$ cat config.mk
export PLATFORM = sky130hd
export DESIGN_NAME = k2_program_loader
export DESIGN_NICKNAME = d
export VERILOG_FILES = /design/src/rtl/k2_program_loader.sv
export SDC_FILE = /design/constraint.sdc
export NUM_CORES = 1
export LEC_CHECK = 0
export ABC_AREA = 1
export CORE_MARGIN = 2
export CORE_UTILIZATION = 35
export CTS_CLUSTER_SIZE = 24
export DETAILED_ROUTE_END_ITERATION = 8
export PLACE_DENSITY = 0.55
export SYNTH_ARGS = -nofsm -noshare
export SYNTH_HDL_FRONTEND = slang
export SYNTH_SLANG_ARGS = --single-unit
$ cat constraint.sdc
create_clock -name clk -period 1.9 [get_ports clk]
set_input_delay 0.19 -clock clk [delete_from_list [all_inputs] [get_ports clk]]
set_output_delay 0.19 -clock clk [all_outputs]
set_load 0.03 [all_outputs]
$ cat src/rtl/k2_program_loader.sv
// rtl/k2_program_loader.sv - loadable K2 instruction store with processor reset sequencing
module k2_program_loader #(
    parameter int ADDR_W         = 4,
    parameter int INST_W         = 8,
    parameter int RELEASE_CYCLES = 2
) (
    input  logic                clk,
    input  logic                rst_n,
    input  logic                load_start,
    input  logic                in_valid,
    input  logic [INST_W-1:0]   in_data,
    input  logic                in_last,
    output logic                in_ready,
    input  logic [ADDR_W-1:0]   ProgramAddress,
    output logic [INST_W-1:0]   instruction_data,
    output logic                cpu_rst_n,
    output logic                busy,
    output logic                load_done,
    output logic [ADDR_W:0]     word_count
);
    localparam int DEPTH = 1 << ADDR_W;
    localparam int RC_W  = (RELEASE_CYCLES > 1) ? $clog2(RELEASE_CYCLES + 1) : 1;

    typedef enum logic [1:0] {S_IDLE, S_LOAD, S_RELEASE, S_RUN} state_t;

    state_t              state, state_nxt;
    logic [INST_W-1:0]   mem [DEPTH];
    logic [ADDR_W-1:0]   wptr;
    logic [RC_W-1:0]     rel_cnt;
    logic                xfer;
    logic                last_word;

    assign xfer      = in_valid && (state == S_LOAD);
    // wptr is cleared on entry to LOAD, so wptr == DEPTH-1 marks the final-depth transfer
    assign last_word = in_last || (wptr == ADDR_W'(DEPTH - 1));

    always_comb begin
        state_nxt = state;
        case (state)
            S_IDLE:    if (load_start) state_nxt = S_LOAD;
            S_LOAD:    if (xfer && last_word) state_nxt = S_RELEASE;
            S_RELEASE: if (rel_cnt == RC_W'(RELEASE_CYCLES - 1)) state_nxt = S_RUN;
            S_RUN:     if (load_start) state_nxt = S_LOAD;
            default:   state_nxt = S_IDLE;
        endcase
    end

    always_ff @(posedge clk or negedge rst_n) begin
        if (!rst_n) begin
            state      <= S_IDLE;
            wptr       <= '0;
            word_count <= '0;
            rel_cnt    <= '0;
            load_done  <= 1'b0;
            for (int i = 0; i < DEPTH; i++) mem[i] <= '0;
        end else begin
            state     <= state_nxt;
            load_done <= (state == S_RELEASE) && (state_nxt == S_RUN);
            rel_cnt   <= (state == S_RELEASE) ? rel_cnt + RC_W'(1) : '0;
            if ((state != S_LOAD) && (state_nxt == S_LOAD)) begin
                wptr       <= '0;
                word_count <= '0;
            end else if (xfer) begin
                mem[wptr] <= in_data;
                wptr      <= wptr + ADDR_W'(1);
                if (word_count != (ADDR_W + 1)'(DEPTH)) word_count <= word_count + (ADDR_W + 1)'(1);
            end
        end
    end

    // Combinational read matches the ROM it replaces; a same-cycle write is seen next cycle
    assign instruction_data = mem[ProgramAddress];
    assign in_ready         = (state == S_LOAD);
    assign busy             = (state == S_LOAD) || (state == S_RELEASE);
    assign cpu_rst_n        = (state == S_RUN);

endmodule

# --- After elaboration in Yosys (flattened, before gate mapping) ---
# Cells that the tools add are included.
classes:
  add_sub_neg: 3
  order_cmp: 3
  eq_ne: 9
  mux: 16
  bitwise_logic: 3
  reduce_logical: 13
ops:
  columns: ["operator", "n"]
  rows:
  - ["bitwise mux 128 bit", 1]
  - ["binary-select mux 8 bit (select 4 bit)", 1]
  - ["demux 8 bit (select 4 bit)", 1]
  - ["two-way mux 8 bit", 3]
  - ["two-way mux 5 bit", 3]
  - ["greater-or-equal comparator 5 bit, second input constant", 2]
  - ["inverter 4 -> 5 bit", 2]
  - ["two-way mux 2 bit", 4]
  - ["two-way mux 4 bit", 2]
  - ["== test 2 x 1 -> 1 bit, second input constant", 3]
  - ["== test 2 bit, second input constant", 3]
  - ["one-hot mux 2 bit (3 select lines)", 1]
  - ["adder 5 x 1 -> 5 bit, second input constant", 1]
  - ["logical AND 1 bit", 5]
  - ["< comparator 5 x 1 -> 1 bit, second input constant", 1]
  - ["inequality test 5 bit, second input constant", 1]
  - ["adder 4 x 1 -> 4 bit, second input constant", 1]
  - ["== test 4 bit, second input constant", 1]
  - ["AND reduction 2 bit", 2]
  - ["nonzero test 2 bit", 2]
  - ["adder 2 x 1 -> 2 bit, second input constant", 1]
  - ["logical NOT 2 bit", 1]
  - ["logical OR 1 bit", 2]
  - ["inequality test 2 x 1 -> 1 bit, second input constant", 1]
  - ["other kinds (2)", 2]
word_totals:
  reg_bits: 142
  out_inout_bits: 17

# --- Depth between registers and ports, before layout ---
logic_depth:
  ltp_word: 9
  depth_mapped: 10

# --- Worst setup path after synthesis ---
# Ideal clock, no wire load.
synth_path:
  path_kind: "register to register"
  start: "reg state[1]"
  end: "reg mem[37] (netlist bit)"
  t_arrival_ns: 1.640
  required_time_ns: 1.767
  path_slack_ns: 0.127
  path_stages_with_launch: 9
  path_buffers: 1
  synth_period_minus_slack_ns: 1.773
  cell_sequence: "dfrtp_1 > inv_1 > ha_1 > nand2_4 > nor2_4 > nand2_1 > buf_6 > nand2_1 > o21ai_0"
synth_via:
  elab_chain_len: 9
  word_cells_on_any_way: 16
synth_lines:
  columns: ["item", "line", "text"]
  rows:
  - ["start, declared", "26", "state_t state, state_nxt;"]
  - ["start signal, assigned", "57", "state <= state_nxt;"]
  - ["== test 2 x 1 -> 1 bit (*)", null, null]
  - ["net in_ready", "13", "output logic in_ready,"]
  - ["logical AND 1 bit", "33", "assign xfer = in_valid && (state == S_LOAD);"]
  - ["logical AND 1 bit", "41", "S_LOAD: if (xfer && last_word) state_nxt = S_RELEASE;"]
  - ["two-way mux 2 bit", "41", null]
  - ["one-hot mux 2 bit (3 select lines)", "39", "case (state)"]
  - ["== test 2 x 1 -> 1 bit", "60", "if ((state != S_LOAD) && (state_nxt == S_LOAD)) begin"]
  - ["logical AND 1 bit", "60", null]
  - ["inverter 1 bit (no line)", null, null]
  - ["AND reduction 2 bit (no line) (*)", null, null]
  - ["end signal, assigned by index", "64", "mem[wptr] <= in_data;"]
  - ["end, declared", "27", "logic [INST_W-1:0] mem [DEPTH];"]
# Mark *: on every way through the listed nets, which the timed path passes. The rest lies on a longest branch.
# A chain may end at the register's enable or synchronous reset.

# --- Worst setup path after layout ---
layout_path:
  start: "reg mem[116] (netlist bit)"
  end: "out instruction_data[4]"
layout_via:
  elab_chain_len: 3
layout_lines:
  columns: ["item", "line", "text"]
  rows:
  - ["binary-select mux 8 bit (select 4 bit)", "72", "assign instruction_data = mem[ProgramAddress];"]
  - ["two-way mux 8 bit (implied by the code) (2 in a row)", "72", null]
  - ["end, declared", "15", "output logic [INST_W-1:0] instruction_data,"]
# Every way passes these cells. The select of a mux whose other input is x is not followed.

==> results.cfg <==
[outcome]
status = finished clean

[synth]
avgSynthCellArea_um2 = 8.701
synth_warnings = 0
ys_seq_area_share_pct = 53.38
synth-async-reset-ratio_pct = 100.0
synth_edf_count = 0
syn_inst = 765
synth.distinct_cells = 28
synth_seq_cells = 142
yosysTopAreaCell = dfrtp_1
synth_flop_cell = dfrtp_1
synth_top_cell_area_share_pct = 53.38
synth_area_um2 = 6656
syn_nets = 793
ys_top_cells_by_area = dfrtp_1 (53%), o21ai_0 (13%), nand2_1 (9.5%)

[power_and_ir_drop]
pwr-share-seq_pct = 40.4
power_leakage_nw = 3.646
power_density_nw_per_um2 = 1163
combPwrFrac_pct = 21.7
p_clk_share_pct = 37.9
switching_power_mw = 2.877
p_total_mw = 9.365
ir_worst_vdd_v = 0.0008261
internal_power_mw = 6.488
swShare_pct = 30.72

[place]
gp_congestion = 0.7454
placed_cell_area_um2 = 7372
dp_hpwl_um = 11450
dpl.cell_count = 1022
io_buffers = 33

[routing]
vias = 5418
detail-route-antenna-nets = 0
totalWireLength_um = 17940
drtIter0Drc = 417
wire_per_inst_um = 16.99
drt-vias-per-instance = 5.131
first_pass_iters = 5
route.detailed.drc = 0

[run]
cap_violations = 0

[global_routing]
grt_pass1_wl_um = 29350
grt_usage_pct = 19.24
grt_pass1_vias = 5212
grt_max_degree = 70
antenna_found_initial = 0
grt_overflow = 0

[sta]
tns_ns = 0
hold_violations = 0
fmax_mhz = 554.4
finalClockSkew_ns = 0.007808
rsz0062_at_grt = yes
post-route-min-period_ns = 1.804
period_share_pct = 94.93
worst_pin_slew_ns = 0.5622
slew_violations = 0
setup_violations = 0
slew_headroom_pct = 62.48

[clock_network]
htree_num_levels = 4
tritoncts = yes
root_buffer = clkbuf_16
cts_num_sinks = 142
cts_buffer_depth = 2
clk_latency_ns = 0.43
numCtsBuffers = 17
clk_pin_slew_ns = 0.06

[min_path]
hp-class = in -> async

[worst_setup_path]
rr_startpoint = state[1]
critPathSlowestCell = dfrtp_1
cp.required_ns = 1.71
path_delay_family = compound AO/OA/AOI/OAI gates
cp-end-kind = output pin
start_kind = flop
r2r_end = word_count[3]
worstPathMaxFanout = 2
crit_chain = inv_1 > a21oi_1 > o21ai_1 > o21ai_1 > o211ai_1 > nand2_1 > buf_6
path_class = reg -> out
worst_path_largest_cell_delay_ns = 0.38
rrSetupSlack_ns = 0.19
cp.buffers_inverters = 2
critPathArrivalTime_ns = 1.61
reg2reg_depth = 10
path_common_cell = o21ai_1

[floorplanning]
core_um2 = 18710
dieArea_um2 = 20140
initial_utilization_pct = 35.59
io_pins = 34
die_w_um = 141.9
rows = 50
die-height_um = 141.9

[final_layout]
fill_cells = 1854
synthToLayoutAreaGrowth_pct = 21.02
num_antenna_cells = 0
most-common-layout-cells = o21ai_0 (176), nand2_1 (169), dfrtp_1 (142)
layout_commonest_cell = o21ai_0
final_cells = 1056
finalNetCount = 838
drive_above_1_share_pct = 11.68
design_area_um2 = 8055
metal layers:
layer  vias up  share of wire [%]  track usage [%]
met5         -                  0                0
met4         0                2.5            7.526
met3        28                4.7            4.117
met2       138                 46            30.05
met1      2603                 47            26.29
li1       2649                  -                -
worst max path at each step:
stage / start / endpoint / slack [ns] / cells past startpoint
after CTS: state[1] / busy / 0.01 / 4
after floorplan: state[1] / mem[37] / 0.13 / 8
after global routing: mem[118] / instruction_data[6] / 0.002 / 7
after global placement: ProgramAddress[1] / instruction_data[4] / -0.08 / 8
after detailed placement: ProgramAddress[1] / instruction_data[4] / -0.07 / 8
final: mem[116] / instruction_data[4] / 0.1 / 7
power by group through the flow:
| stage | combinational [mW] | sequential (mW) | clock (mW) |
|---|---|---|---|
| after floorplan | 1.37 | 3.80 | 0 |
| after global placement | 2.05 | 3.82 | 0 |
| after detailed placement | 2.06 | 3.82 | 0 |
| after CTS | 2.06 | 3.78 | 3.61 |
| after global routing | 2.30 | 3.84 | 3.75 |
| final | 2.04 | 3.78 | 3.55 |
flip-flops by register name, indices dropped and copies added (netlist names):
name        flops
wptr            4
rel_cnt         2
state           2
word_count      5
load_done       1
mem           128
per-stage QoR:
step	setup WS, ns	utilization [%]	hold WS [ns]
3_5_place_dp	-0.06559	39.41	0.1213
4_1_cts	0.01328	42.96	0.2320
5_1_grt	0.001957	43.06	0.2409
2_1_floorplan	0.1267	-	-0.1056
6_report	0.09636	43.06	0.2293
3_3_place_gp	-0.07776	39.41	0.1189
synthesized netlist by cell type, types with 2 or more instances:
library cell and number:
o211ai_1 13, a21oi_1 5, buf_6 16, nor2_4 4, a22oi_1 2, xnor2_1 2
dfrtp_1 142, nand3_1 19, inv_2 2, o21ai_0 178, nor2_1 83, inv_1 35
o21ai_1 21, ha_1 11, nand2_1 169, clkbuf_1 21, nor2_2 2, buf_4 2
xor2_1 3, o221ai_1 19, buf_2 9
kinds of logic (layout without fill, tap and decap cells):
logic type                 Yosys count  count (layout)  share of synthesized area, %
xor gates and xnor gates             5               5                        0.6580
DFF                                142             142                         53.38
and+or+nand+nor                    281             281                         17.01
adders and majority gates           11              11                         2.068
AOI/OAI and AO/OA                  240             240                         19.91
buffers and inverters               86             143                         6.974
worst reg2reg max path: cells and delay by family (launching register included):
| family | cells | cell delay [ns] |
|---|---|---|
| DFF | 1 | 0.39 |
| and+or+nand+nor | 5 | 0.36 |
| buffers and inverters | 3 | 0.32 |
| adders and majority gates | 1 | 0.27 |
| AOI/OAI and AO/OA | 1 | 0.25 |
final cells by class:
type | count | area [um2] | area share [%]
clock buffer | 20 | 456.7 | 5.669
inverter | 38 | 148.9 | 1.848
timing repair buffer | 74 | 799.5 | 9.925
multi-input combinational | 537 | 2639 | 32.76
sequential | 142 | 3553 | 44.11
tap | 234 | 292.8 | 3.635
clock inverter | 11 | 165.2 | 2.050
repair_timing:
| item | in CTS | in global routing |
|---|---|---|
| hold buffers | 1 | 0 |
| endpoints found under the hold margin | 34 | 0 |
| pin swaps | 0 | 2 |
| endpoints found under the setup margin | 8 | 4 |
| cloned | 1 | 0 |
| buffers inserted | 0 | 1 |
| resized for setup | 6 | 4 |
Note: power is estimated with default switching activity, not from simulation.
